$ cat src/rtl/hub75_scan_driver.sv
// HUB75 dual-half scan driver: prefetch/shift a row, latch it, then show BCM bit planes (optional HUB75_BRIGHTNESS_EN dimming).
// Row-plane time 2*COLS+3+(BASE_ON<<plane) cycles; no backpressure, fb read data is expected exactly one cycle after fb_rd_en.
module hub75_scan_driver #(
  parameter int COLS      = 60,
  parameter int ROWS_HALF = 16,
  parameter int DEPTH     = 2,
  parameter int BASE_ON   = 4
) (
  input  logic                                      clk,
  input  logic                                      rst,
  input  logic                                      enable,
`ifdef HUB75_BRIGHTNESS_EN
  input  logic [7:0]                                brightness,
`endif
  output logic [$clog2(ROWS_HALF)+$clog2(COLS)-1:0] fb_addr,
  output logic                                      fb_rd_en,
  input  logic [6*DEPTH-1:0]                        fb_data,
  output logic                                      r0,
  output logic                                      g0,
  output logic                                      b0,
  output logic                                      r1,
  output logic                                      g1,
  output logic                                      b1,
  output logic                                      pclk,
  output logic                                      lat,
  output logic                                      oe_n,
  output logic [$clog2(ROWS_HALF)-1:0]              row_addr,
  output logic                                      frame_done,
  output logic                                      busy
);

  localparam int RW    = $clog2(ROWS_HALF);
  localparam int CW    = $clog2(COLS);
  localparam int PW    = (DEPTH > 1) ? $clog2(DEPTH) : 1;
  localparam int MAXON = BASE_ON << (DEPTH - 1);
  localparam int DW    = $clog2(MAXON + 1);

  localparam logic [CW-1:0] COL_LAST   = CW'(COLS - 1);
  localparam logic [RW-1:0] ROW_LAST   = RW'(ROWS_HALF - 1);
  localparam logic [PW-1:0] PLANE_LAST = PW'(DEPTH - 1);

  localparam logic [2:0] S_IDLE     = 3'd0;
  localparam logic [2:0] S_PREFETCH = 3'd1;
  localparam logic [2:0] S_SHIFT    = 3'd2;
  localparam logic [2:0] S_BLANK    = 3'd3;
  localparam logic [2:0] S_LATCH    = 3'd4;
  localparam logic [2:0] S_DISPLAY  = 3'd5;

  logic [2:0]         state;
  logic [CW-1:0]      col;
  logic               phase;
  logic [PW-1:0]      plane;
  logic [RW-1:0]      row;
  logic [DW-1:0]      disp_cnt;
  logic               stop_req;
  logic [5:0]         rgb_q;
  logic [RW+CW-1:0]   addr_q;
  logic [5:0]         pix;
  logic [DW-1:0]      on_len;
  logic               disp_last;
  logic               stopping;
  logic               shift_load;

  assign on_len     = DW'(BASE_ON) << plane;
  assign disp_last  = (disp_cnt == on_len - DW'(1));
  // A stop request is sticky so a late re-enable cannot skip the pass through IDLE.
  assign stopping   = stop_req | ~enable;
  assign shift_load = (state == S_SHIFT) && !phase;

  always_comb begin
    pix = '0;
    for (int k = 0; k < 6; k++) pix[k] = fb_data[k*DEPTH + int'(plane)];
  end

  assign {r0, g0, b0, r1, g1, b1} = shift_load ? pix : rgb_q;

  always_comb begin
    fb_rd_en = 1'b0;
    fb_addr  = addr_q;
    if (state == S_PREFETCH) begin
      fb_rd_en = 1'b1;
      fb_addr  = {row, {CW{1'b0}}};
    end else if (state == S_SHIFT && phase && col != COL_LAST) begin
      fb_rd_en = 1'b1;
      fb_addr  = {row, col + CW'(1)};
    end
  end

  assign pclk       = (state == S_SHIFT) && phase;
  assign lat        = (state == S_LATCH);
  assign busy       = (state != S_IDLE);
  assign frame_done = (state == S_DISPLAY) && disp_last && (plane == PLANE_LAST) &&
                      (row == ROW_LAST) && !stopping;

`ifdef HUB75_BRIGHTNESS_EN
  logic [7:0]    bright_q;
  logic [DW+7:0] on_prod;
  logic [DW-1:0] on_thr;

  assign on_prod = {8'd0, on_len} * {{DW{1'b0}}, bright_q};
  assign on_thr  = DW'(on_prod >> 8);
  assign oe_n    = !((state == S_DISPLAY) && (disp_cnt < on_thr));
`else
  assign oe_n    = (state != S_DISPLAY);
`endif

  always_ff @(posedge clk) begin
    if (rst) begin
      state    <= S_IDLE;
      col      <= '0;
      phase    <= 1'b0;
      plane    <= '0;
      row      <= '0;
      disp_cnt <= '0;
      stop_req <= 1'b0;
      rgb_q    <= '0;
      addr_q   <= '0;
      row_addr <= '0;
`ifdef HUB75_BRIGHTNESS_EN
      bright_q <= '0;
`endif
    end else begin
      addr_q <= fb_addr;
      if (shift_load) rgb_q <= pix;
      case (state)
        S_IDLE: begin
          stop_req <= 1'b0;
          row      <= '0;
          plane    <= '0;
          if (enable) state <= S_PREFETCH;
        end
        S_PREFETCH: state <= S_SHIFT;
        S_SHIFT: begin
          phase <= ~phase;
          if (phase) begin
            if (col == COL_LAST) begin
              col   <= '0;
              state <= S_BLANK;
            end else begin
              col <= col + CW'(1);
            end
          end
        end
        S_BLANK: state <= S_LATCH;
        S_LATCH: begin
          row_addr <= row;
          disp_cnt <= '0;
`ifdef HUB75_BRIGHTNESS_EN
          bright_q <= brightness;
`endif
          state    <= S_DISPLAY;
        end
        S_DISPLAY: begin
          if (disp_last) begin
            disp_cnt <= '0;
            if (stopping) begin
              state <= S_IDLE;
              row   <= '0;
              plane <= '0;
            end else begin
              state <= S_PREFETCH;
              if (plane == PLANE_LAST) begin
                plane <= '0;
                row   <= (row == ROW_LAST) ? '0 : row + RW'(1);
              end else begin
                plane <= plane + PW'(1);
              end
            end
          end else begin
            disp_cnt <= disp_cnt + DW'(1);
          end
        end
        default: state <= S_IDLE;
      endcase
      if (state != S_IDLE && !enable) stop_req <= 1'b1;
    end
  end

endmodule

$ cat config.mk
export PLATFORM = sky130hd
export DESIGN_NAME = hub75_scan_driver
export DESIGN_NICKNAME = d
export VERILOG_FILES = /design/src/rtl/hub75_scan_driver.sv
export SDC_FILE = /design/constraint.sdc
export NUM_CORES = 1
export LEC_CHECK = 0
export ABC_CLOCK_PERIOD_IN_PS = 1800
export CAP_MARGIN = 20
export CORE_MARGIN = 10
export CORE_UTILIZATION = 35
export CTS_BUF_LIST = sky130_fd_sc_hd__clkbuf_4
export CTS_CLUSTER_SIZE = 24
export DETAILED_ROUTE_END_ITERATION = 7
export SYNTH_ARGS = -nofsm -noshare
export SYNTH_HDL_FRONTEND = slang
export SYNTH_SLANG_ARGS = --single-unit
$ cat constraint.sdc
create_clock -name clk -period 1.8 [get_ports clk]
set_clock_uncertainty 0.15 [all_clocks]
set_input_delay 0.36 -clock clk [delete_from_list [all_inputs] [get_ports clk]]
set_output_delay 0.36 -clock clk [all_outputs]
set_load 0.005 [all_outputs]
==> impl_metrics.csv, run 1 <==
group,metric,value,unit
job,drv.max_cap_violation_count,0,
drt,route.vias.total,2303,
global_routing,overall_global_routing_resource_usage,14.9,%
timing,worstMarginPinSlew,344,ps
logic_synthesis,netlist-cell-type-count,53,
final_layout,final_cell_mix,"sky130_fd_sc_hd__buf_4 (61), sky130_fd_sc_hd__buf_6 (41), sky130_fd_sc_hd__dfxtp_1 (34)",
logic_synthesis,complex_gate_fraction_of_the_synthesized_area,19.9,%
setup_path,worst_setup_ep_type,"primary output",
drt,post_route_wl,7510,um
global_routing,groute.layer.met1.usage,16.4,%
logic_synthesis,netlist_instances,239,
timing,grt_setup_unrepaired,"yes",
timing,final_min_period_over_clock_period,132,%
setup_path,setup.worst_path.start_class,"flip-flop",
setup_path,worst_r2r_endpoint,"state[0]",
min_path,hold_path_depth,2,
power,seq_power_share,41.7,%
timing,relative_slew_slack,77.0,%
setup_path,critical_path_class,"reg2out",
final_layout,layout.nets,393,
global_routing,grt_antenna_before_repair,0,
setup_path,path_max_fanout,3,
clocking,cts_hold_repair.buffers,0,
clocking,cts_buffers,5,
global_routing,met3_usage,4.12,%
global_routing,globalRouteOverflowTotal,0,
timing,final.min_clock_period,2370,ps
global_routing,top_usage_layer,"met2",
die,io-pin-count,41,
logic_synthesis,synth_area_per_cell,8.40,um2
place,global_placement_routability_congestion,0.783,
die,die_height,95.7,um
die,placeableCoreArea,0.00554,mm2
power,p_total,2300,uW
status,status,"finished, violations left",
min_path,worst_hold_path_type,"reg2reg",
die,floorplan.initialDensity,36.2,%
drt,detailedRoute.firstPassIterationCount,6,
final_layout,area_growth,87.2,%
final_layout,fillers,427,
setup_path,timing.critical_path.arrival,1860,ps
power,p_sw_share,31.1,%
power,pwr-share-clk,19.9,%
logic_synthesis,netlist_area,0.00201,mm2
setup_path,timing.critical_path.required,1290,ps
clocking,clock_latency_on_the_worst_skew_pair,360,ps
power,cellInternalPower,1590,uW
timing,finalWorstSetupSlack,-574,ps
timing,hold_viol_final,0,
setup_path,worst-r2r-cell-count,11,
logic_synthesis,number_of_warning_messages_in_the_yosys_log,0,
status,failing_checks,"setup timing",
setup_path,worst_r2r_startpoint,"state[2]",
logic_synthesis,asyncSetResetFlopFracSynth,0,%
timing,slew_viol_final,0,
logic_synthesis,synth_fa_ha_area_share,1.87,%
power,vdd_ir_drop_max,0.508,mV
clocking,clock_pin_slew_of_the_registers_on_the_worst_case_setup_and_hold_paths,110,ps
drt,drt-wirelength-per-cell,16.8,um
global_routing,grt_first_pass_wirelength,10900,um
die,die_x,95.7,um
logic_synthesis,postSynthRegisterBits,40,
logic_synthesis,synth-edff-count,0,
power,cellLeakagePower,0.00158,uW
min_path,whs_endpoint,"addr_q[6]",
power,cellPowerDensity,613,mW/mm2
logic_synthesis,synthXorXnorAreaFrac,2.99,%
final_layout,final_common_cell,"sky130_fd_sc_hd__buf_4",
die,placement_rows,27,
final_layout,final_layout_size_suffix_gt1_share,55.2,%
drt,detail_route.vias_per_cell,5.15,
place,buffer_ports.inserted,40,
global_routing,grt_start_max_net_pins,21,
drt,post-route-drc-count,0,
logic_synthesis,syn-num-nets,257,
min_path,hp-start,"addr_q[6]",
logic_synthesis,dominant_combinational_cell_family_by_area_after_synthesis,"simple AND/OR/NAND/NOR gates",
logic_synthesis,synth_seq_area_share,39.9,%
global_routing,first_global_vias,2303,
global_routing,grt.met2_usage,26.2,%
clocking,clockRootBuffer,"sky130_fd_sc_hd__clkbuf_4",
setup_path,reg2reg_setup_slack,-140,ps
logic_synthesis,yosys.area_share.simple,25.4,%
drt,drtIter0Drc,94,
final_layout,n_antenna_cell,0,
power,p_comb_share,38.4,%
power,switchingPower,717,uW
clocking,htree_num_levels,2,
clocking,cts_tree,"built",
logic_synthesis,synth_ff_type,"sky130_fd_sc_hd__dfxtp_1",
drt,final_antenna_net_count,0,
die,die-area,0.00917,mm2
place,dpl_wire_length,4030,um
final_layout,final_util,67.8,%
timing,timing.fmax,0.421,GHz
timing,final-setup-viol-count,28,
clocking,clkSinkCount,40,
clocking,cts_max_path_buffers,2,
logic_synthesis,multiplexer_area_fraction_after_synthesis,4.98,%
[critical path, stage by stage (launching register included)]
cell                        delay (ps)
sky130_fd_sc_hd__dfxtp_2           370
sky130_fd_sc_hd__ha_4              130
sky130_fd_sc_hd__nor2b_4           200
sky130_fd_sc_hd__a41oi_4           160
sky130_fd_sc_hd__buf_4             180
sky130_fd_sc_hd__nor2_4            120
sky130_fd_sc_hd__buf_4             120
sky130_fd_sc_hd__o2bb2ai_2          90
sky130_fd_sc_hd__buf_2             130
[sequential cells by signal (all words and copies together) (netlist names)]
register  flops
row           4
state         3
disp_cnt      4
phase         1
row_addr      4
addr_q       10
rgb_q         6
plane         1
stop_req      1
col           6
[cell usage after synthesis, types with 3 or more instances]
master                     count  area [um2]
sky130_fd_sc_hd__a21oi_1      27         135
sky130_fd_sc_hd__a31oi_1       3        18.8
sky130_fd_sc_hd__and2_1        9        56.3
sky130_fd_sc_hd__buf_2         6        30.0
sky130_fd_sc_hd__clkbuf_1      7        26.3
sky130_fd_sc_hd__dfxtp_1      40         801
sky130_fd_sc_hd__ha_1          3        37.5
sky130_fd_sc_hd__inv_1         7        26.3
sky130_fd_sc_hd__mux2i_1      10         100
sky130_fd_sc_hd__nand2_1      23        86.3
sky130_fd_sc_hd__nand2b_1      4        25.0
sky130_fd_sc_hd__nand3_1      10        50.1
sky130_fd_sc_hd__nor2_1       21        78.8
sky130_fd_sc_hd__nor2b_1       4        25.0
sky130_fd_sc_hd__nor3_1        4        20.0
sky130_fd_sc_hd__o21ai_0      12        60.1
sky130_fd_sc_hd__xnor2_1       3        26.3
[per-layer routing]
metal  vias to the layer above  share of wire, %
met3                        19               5.1
met2                        47                53
met5                         -                 0
met1                      1114                39
li1                       1123                 -
met4                         0               3.1
[per-stage QoR]
stage	instances	worst slack, ps	TNS (ps)	hold slack [ps]	instance area [um2]
after global routing	447	-681	-11930	345	3760
after detailed placement	387	-660	-10180	320	2840
after CTS	437	-520	-8650	334	3420
final	447	-574	-9650	319	3760
after global placement	387	-635	-9790	310	2840
after floorplan	239	-20.5	-81.9	299	2020
[worst max-delay path by stage]
stage / depth (start not counted) / end / start / slack (ps)
floorplan: 6 / fb_addr[6] / col[0] / -20
global placement: 5 / frame_done / enable / -630
detailed placement: 5 / frame_done / enable / -660
CTS: 8 / fb_addr[8] / col[1] / -520
global route: 8 / fb_addr[5] / col[0] / -680
finish: 8 / fb_addr[5] / col[0] / -570
[power by group through the flow]
| stage | clock network [uW] | registers, uW | logic [uW] |
|---|---|---|---|
| detailed placement | 0 | 960 | 528 |
| global placement | 0 | 959 | 526 |
| floorplan | 0 | 963 | 239 |
| finish | 459 | 961 | 884 |
| global route | 510 | 964 | 943 |
| CTS | 467 | 953 | 697 |
[cell type report]
cell class	instances	area [um2]	share of cell area, %
Multi-Input combinational cell	176	1490	39.7
Timing Repair Buffer	145	1280	34.2
Sequential cell	40	813	21.6
Tap cell	72	90.1	2.40
Clock buffer	6	45.0	1.20
Inverter	7	28.8	0.766
Clock inverter	1	5.00	0.133
[cells by family (layout without fill, tap and decap cells)]
logic type,after synthesis,in the layout
adder cells (fa/ha/maj),3,3
multiplexers,10,10
flip-flops,40,40
buffers and inverters,23,159
XOR/XNOR,6,6
AND/OR/NAND/NOR,94,94
AO/OA/AOI/OAI,63,63
[repair_timing]
action,in CTS,in global routing
gates cloned,2,0
pin swaps,28,16
buffers inserted,41,18
endpoints found under the setup margin,25,32
resized for setup,168,65
Note: power is estimated with default switching activity, not from simulation.
==> run 2, diff against run 1 <==
- HOLD_SLACK_MARGIN: unset -> 0.05
==> results of run 2 <==
No change in the layout: final DEF, timing and power equal those of run 1.
